==> src/rtl/bitmask_serializer_if.sv <==
// Handshake bundle for bitmask_serializer: a mask input channel, an index
// output channel and a busy flag. The serializer binds to the slave modport.
// Whatever feeds masks and consumes beats binds to the master modport.
interface bitmask_serializer_if #(
  parameter int WIDTH = 16
);
  localparam int IDX_W = $clog2(WIDTH);

  // Mask input channel
  logic             in_valid;
  logic             in_ready;
  logic [WIDTH-1:0] in_bitmask;

  // Index output channel
  logic             out_valid;
  logic             out_ready;
  logic [IDX_W-1:0] out_idx;
  logic             out_last;
  logic             out_zero;

  // Status
  logic             busy;

  modport slave (
    input  in_valid,
    input  in_bitmask,
    input  out_ready,
    output in_ready,
    output out_valid,
    output out_idx,
    output out_last,
    output out_zero,
    output busy
  );

  modport master (
    output in_valid,
    output in_bitmask,
    output out_ready,
    input  in_ready,
    input  out_valid,
    input  out_idx,
    input  out_last,
    input  out_zero,
    input  busy
  );
endinterface

==> src/rtl/bitmask_serializer.sv <==
// bitmask_serializer: takes one WIDTH-bit essential-bit mask per handshake.
// It emits the MSB-relative position of each set bit, one per output beat,
// and flags the final beat. An all-zero mask produces one dummy beat with
// out_zero set.
//
// Position encoding: mask bit WIDTH-1 reports index 0 and mask bit 0 reports
// index WIDTH-1. This holds in both scan orders.
// LSB_FIRST selects the order in which the set bits are visited.
module bitmask_serializer #(
  parameter int WIDTH     = 16,
  parameter bit LSB_FIRST = 1'b0
) (
  input  logic                  clk,
  input  logic                  reset,
  bitmask_serializer_if.slave   bus
);

  localparam int IDX_W = $clog2(WIDTH);

  typedef enum logic {
    IDLE = 1'b0,
    SCAN = 1'b1
  } state_t;

  state_t           r_state;
  state_t           w_state_next;
  logic [WIDTH-1:0] r_residue;
  logic [WIDTH-1:0] w_residue_next;
  logic             r_zero;
  logic             w_zero_next;

  // Encoder outputs: one-hot of the bit being reported and its raw position.
  logic [WIDTH-1:0] w_sel;
  logic [IDX_W-1:0] w_pos;

  logic             w_scan;
  logic             w_single;
  logic             w_last;
  logic             w_beat;
  logic             w_in_ready;
  logic             w_accept;

  // The priority search picks the bit to report next. Only the registered
  // residue feeds it, so out_idx never depends on in_bitmask or out_ready.
  // Both variants let the last match in loop order win. The loop direction
  // therefore decides which end of the residue has priority.
  generate
    if (LSB_FIRST) begin : g_lsb_first
      // Lowest set bit of the residue wins.
      always_comb begin
        w_sel = '0;
        w_pos = '0;
        for (int i = WIDTH - 1; i >= 0; i--) begin
          if (r_residue[i]) begin
            w_sel    = '0;
            w_sel[i] = 1'b1;
            w_pos    = IDX_W'(i);
          end
        end
      end
    end else begin : g_msb_first
      // Highest set bit of the residue wins.
      always_comb begin
        w_sel = '0;
        w_pos = '0;
        for (int i = 0; i < WIDTH; i++) begin
          if (r_residue[i]) begin
            w_sel    = '0;
            w_sel[i] = 1'b1;
            w_pos    = IDX_W'(i);
          end
        end
      end
    end
  endgenerate

  assign w_scan = (r_state == SCAN);

  // The residue holds at most one set bit when clearing its lowest set bit
  // leaves nothing behind. This also covers the all-zero residue of a zero
  // mask.
  assign w_single = ((r_residue & (r_residue - WIDTH'(1))) == '0);

  // Outputs are gated by SCAN so that they all read 0 while idle and after
  // reset.
  assign w_last     = w_scan && (r_zero || w_single);
  assign w_beat     = w_scan && bus.out_ready;

  // Accept while idle, or in the same cycle as the final beat is taken.
  // This lets the next mask follow with no bubble.
  assign w_in_ready = (r_state == IDLE) || (w_beat && w_last);
  assign w_accept   = bus.in_valid && w_in_ready;

  // WIDTH is a power of two, so WIDTH-1-p is the bitwise complement of p.
  assign bus.out_idx   = (w_scan && !r_zero) ? ~w_pos : '0;
  assign bus.out_valid = w_scan;
  assign bus.out_last  = w_last;
  assign bus.out_zero  = w_scan && r_zero;
  assign bus.busy      = w_scan;
  assign bus.in_ready  = w_in_ready;

  // Next-state logic: consume a beat, drop back to idle on the last beat,
  // and let a concurrent accept override both.
  always_comb begin
    w_state_next   = r_state;
    w_residue_next = r_residue;
    w_zero_next    = r_zero;
    case (r_state)
      IDLE: begin
        if (w_accept) begin
          w_state_next   = SCAN;
          w_residue_next = bus.in_bitmask;
          w_zero_next    = (bus.in_bitmask == '0);
        end
      end
      SCAN: begin
        if (w_beat) begin
          w_residue_next = r_residue & ~w_sel;
          if (w_last) begin
            w_state_next = IDLE;
            w_zero_next  = 1'b0;
          end
        end
        if (w_accept) begin
          w_state_next   = SCAN;
          w_residue_next = bus.in_bitmask;
          w_zero_next    = (bus.in_bitmask == '0);
        end
      end
      default: begin
        w_state_next   = IDLE;
        w_residue_next = '0;
        w_zero_next    = 1'b0;
      end
    endcase
  end

  // State, residue and zero flag registers. Reset discards any held mask.
  always_ff @(posedge clk) begin
    if (reset) begin
      r_state   <= IDLE;
      r_residue <= '0;
      r_zero    <= 1'b0;
    end else begin
      r_state   <= w_state_next;
      r_residue <= w_residue_next;
      r_zero    <= w_zero_next;
    end
  end

endmodule

==> src/flat_wrapper.sv <==
// flat-port wrapper written by rule: the top's interface ports become plain ports
module bitmask_serializer_flat 
#(
  parameter int WIDTH     = 16,
  parameter bit LSB_FIRST = 1'b0
)
  (clk, reset, bus_in_valid, bus_in_bitmask, bus_out_ready, bus_in_ready, bus_out_valid, bus_out_idx, bus_out_last, bus_out_zero, bus_busy);
  bitmask_serializer_if #(.WIDTH(WIDTH)) bus_i ();
  input  logic clk;
  input  logic reset;
  input wire logic [$bits(bus_i.in_valid)-1:0] bus_in_valid;
  input wire logic [$bits(bus_i.in_bitmask)-1:0] bus_in_bitmask;
  input wire logic [$bits(bus_i.out_ready)-1:0] bus_out_ready;
  output wire logic [$bits(bus_i.in_ready)-1:0] bus_in_ready;
  output wire logic [$bits(bus_i.out_valid)-1:0] bus_out_valid;
  output wire logic [$bits(bus_i.out_idx)-1:0] bus_out_idx;
  output wire logic [$bits(bus_i.out_last)-1:0] bus_out_last;
  output wire logic [$bits(bus_i.out_zero)-1:0] bus_out_zero;
  output wire logic [$bits(bus_i.busy)-1:0] bus_busy;
  assign bus_i.in_valid = bus_in_valid;
  assign bus_i.in_bitmask = bus_in_bitmask;
  assign bus_i.out_ready = bus_out_ready;
  assign bus_in_ready = bus_i.in_ready;
  assign bus_out_valid = bus_i.out_valid;
  assign bus_out_idx = bus_i.out_idx;
  assign bus_out_last = bus_i.out_last;
  assign bus_out_zero = bus_i.out_zero;
  assign bus_busy = bus_i.busy;
  bitmask_serializer #(.WIDTH(WIDTH), .LSB_FIRST(LSB_FIRST)) u_core (.clk(clk), .reset(reset), .bus(bus_i));
endmodule
==> config.mk <==
export PLATFORM = sky130hd
export DESIGN_NAME = bitmask_serializer_flat
export DESIGN_NICKNAME = d
export VERILOG_FILES = /design/src/rtl/bitmask_serializer_if.sv /design/src/rtl/bitmask_serializer.sv /design/src/flat_wrapper.sv
export SDC_FILE = /design/constraint.sdc
export NUM_CORES = 1
export LEC_CHECK = 0
export CORE_MARGIN = 2
export CORE_UTILIZATION = 25
export DETAILED_ROUTE_END_ITERATION = 10
export SETUP_SLACK_MARGIN = 0.05
export SLEW_MARGIN = 20
export SYNTH_ARGS = -nofsm -noshare
export SYNTH_HDL_FRONTEND = slang
export SYNTH_SLANG_ARGS = --single-unit
==> constraint.sdc <==
create_clock -name clk -period 2.4 [get_ports clk]
set_clock_uncertainty 0.05 [all_clocks]
set_input_delay 0.48 -clock clk [delete_from_list [all_inputs] [get_ports clk]]
set_output_delay 0.48 -clock clk [all_outputs]
set_load 0.03 [all_outputs]
==> results of run 1 <==
==> cell families after synthesis <==
kind of cell / count (synthesis) / synth area share
muxes: 15 / 0.1198
buffers and inverters: 15 / 0.05988
adders and majority gates: 1 / 0.007984
and+or+nand+nor: 75 / 0.3044
DFF: 18 / 0.2874
AOI/OAI and AO/OA: 38 / 0.2206
==> synth_stat cells, types with 3 or more instances <==
library cell	n	share of area
a21boi_0	3	0.018
a21oi_1	11	0.044
and2_1	6	0.030
clkbuf_1	5	0.015
dfxtp_1	18	0.29
inv_1	6	0.018
mux2i_1	15	0.12
nand2_1	3	0.0090
nand2b_1	3	0.015
nor2_1	30	0.090
nor3_1	9	0.036
nor4_1	10	0.050
o21a_1	4	0.024
o31a_1	4	0.028
or3_1	4	0.020
==> layer usage <==
| layer | vias up | wire length [um] |
|---|---|---|
| met3 | 5 | 115 |
| met2 | 27 | 1709 |
| li1 | 688 | - |
| met5 | - | 0 |
| met1 | 638 | 1694 |
| met4 | 0 | 72 |
==> critical path, delay by kind of cell (launching register included) <==
kind,cells,cell delay [ns]
buffers and inverters,1,0.15
AO/OA/AOI/OAI,4,0.59
AND/OR/NAND/NOR,2,0.75
flip-flops,1,0.34
==> state kept, by name, indices dropped and copies added (netlist names) <==
register          flops
u_core.bus.busy       1
u_core.r_residue     16
u_core.r_zero         1
==> report_power, final <==
part / internal, W / leakage, nW / switching (W) / total (W)
Sequential: 0.000340 / 0.150 / 0.0000478 / 0.000388
Combinational: 0.000419 / 0.642 / 0.000384 / 0.000803
Clock: 0.000112 / 0.0216 / 0.000101 / 0.000212
Total: 0.000871 / 0.813 / 0.000533 / 0.00140
==> what timing repair did <==
| item | in CTS | in global routing |
|---|---|---|
| gates resized for setup | 5 | 8 |
| setup buffers | 2 | 3 |
| hold buffers | 0 | 0 |
| pin swaps | 5 | 2 |
| setup endpoints to repair | 2 | 19 |
==> worst max-delay path by stage <==
stage | to | cells after the start
final | bus_in_ready | 7
after global routing | bus_in_ready | 8
after CTS | bus_in_ready | 7
after detailed placement | bus_in_ready | 7
after global placement | bus_in_ready | 7
after floorplan | bus_out_idx[3] | 3
==> placed cells by master (no fill, tap or decap), types with 3 or more instances in the layout <==
cell type / Yosys / layout
o31a_1: 4 / 4
nor3_1: 9 / 8
clkbuf_8: 0 / 3
or4_4: 1 / 3
and2_1: 6 / 6
clkdlybuf4s50_1: 0 / 22
dfxtp_2: 0 / 4
dfxtp_1: 18 / 14
a21oi_1: 11 / 10
buf_4: 1 / 30
or3_1: 4 / 4
nand2_1: 3 / 3
inv_1: 6 / 6
nor2_1: 30 / 29
nor4_1: 10 / 6
mux2i_1: 15 / 15
nand2b_1: 3 / 3
o21a_1: 4 / 4
a21boi_0: 3 / 3
==> through the flow <==
step           power [W]   TNS, ns  cell area, um^2    util
5_1_grt         0.001506   -0.5448             1884  0.3937
3_3_place_gp    0.001086  -0.02830             1738  0.3631
4_1_cts         0.001332   -0.3953             1813  0.3788
2_1_floorplan  0.0008584         0             1276       -
6_report        0.001404   -0.3655             1884  0.3937
3_5_place_dp    0.001089  -0.04870             1738  0.3631
==> area by class of cell <==
cell class | instances | area, um^2
tap | 67 | 83.83
clock buffer | 3 | 41.29
fill | 493 | 2902
sequential | 18 | 365.4
multi-input combinational | 129 | 883.3
timing repair buffer | 55 | 488.0
inverter | 6 | 22.52
==> metrics, run 1 <==
Slew HR=0.7798; Worst EP arrival=2.09 ns; Seq/Total Area, Yosys=0.2874; Clock Sinks=18; clk_lat worst skew=0.26 ns; H-tree depth reported by CTS=1; Placement Setup Slack=-0.04870 ns; Crit. End Element=output pin; met3 Use GR=0.008032; CP Data Required Time=about 1.9 ns; slowest cell delay on critical path=0.54 ns; CP max stage cell=or4_4; Area growth syn-to-layout=50.30%; most crowded layer after global routing=met2; failing checks=negative setup slack; global routing usage on met2=0.2193; vias in the first global route=approximately 1300; asr flop ratio synth=0; fin nets=233; CTS Root Cell=clkbuf_8; Synth Cell Area=0.001254 mm^2; Setup Viol. Count Final=2; crit start category=flop; die height=74.82 um; synthesized flop and latch total=18; grt total ovfl=0; post-route DRC violation count=0; final wirelength=3591 um; Hold Worst Slack=~0.53 ns; Syn. warnings=0; # diodes=0; routed len/inst=12.92 um; setup repair after global routing missed its margin=yes; Worst-Margin Slew=0.3273 ns; layout cells sized above 1=0.2654; Initial DRC Count=63; Overall Global Routing Usage=0.1379; Reg clk slew, reported paths=approximately 0.07 ns; WHS Path Cells=2; Min-Delay Endpoint=u_core.r_residue[15]$_SDFFE_PP0P_; top_reg_cell synth=dfxtp_1; worst reg2reg startpoint=u_core.r_residue[11]$_SDFFE_PP0P_; via count=1358; crit path from=u_core.r_residue[11]$_SDFFE_PP0P_; Synthesized Nets=182; Worst Reg-to-Reg Cells=10; met1 usage=0.1897; post-route clock period utilization=1.091; Final Non-Filler Cells=278; max-slew violations=0; number of routed nets with antenna violations=0; port bufs=28; crit-path cells=or4_4, nor4_4, a21boi_2, o21a_1, a21oi_2, o21ai_2, buf_6; cell area power density=between 700 and 800 mW/mm^2; setup ws final=-0.2184 ns; RR Endpoint=u_core.r_residue[5]$_SDFFE_PP0P_; min Tclk post-route=2.618 ns; Netlist cell types=37; CTS tree=done; routability cong.=0.8100; Placed Cells=270; Initial Utilization=0.2620; CTS Buf Count=3; initial antenna violation count=0; Ports=29; Detail Placement HPWL=2775 um; VDD IR-drop max=about 0.37 mV; Clock Tree Buf Depth=2; Die Width=74.82 um; final hold vios=0; status=finished with violations; row count=25; Max Clk Rate=381.9 MHz; leakage=0.8132 nW; Worst Min Path Start=u_core.r_residue[15]$_SDFFE_PP0P_; First-pass DRT Iterations=4; ratio of routed vias to standard cells=4.885; kind of critical path=reg -> out; Post-synth EDFFs=0; Min-Delay Path Class=reg -> reg; Mapped Avg Cell Area=around 7.7 um^2; Max-Cap Viols=0; die area=roughly 0.0056 mm^2; first-pass GRT wire length=between 5000 and 6000 um; flop-to-flop setup slack=approximately 0.12 ns; CORE AREA=0.004786 mm^2; Mapped Cells=about 160; Max Fanout on Critical Path=4; largest net degree at the start of global routing=19
(Power assumes the default switching activity.)
==> run 2, diff against run 1 <==
- SLEW_MARGIN: 20 -> not set
==> results of run 2 <==
Same layout as run 1: the final DEF is identical, and so are final timing and power.
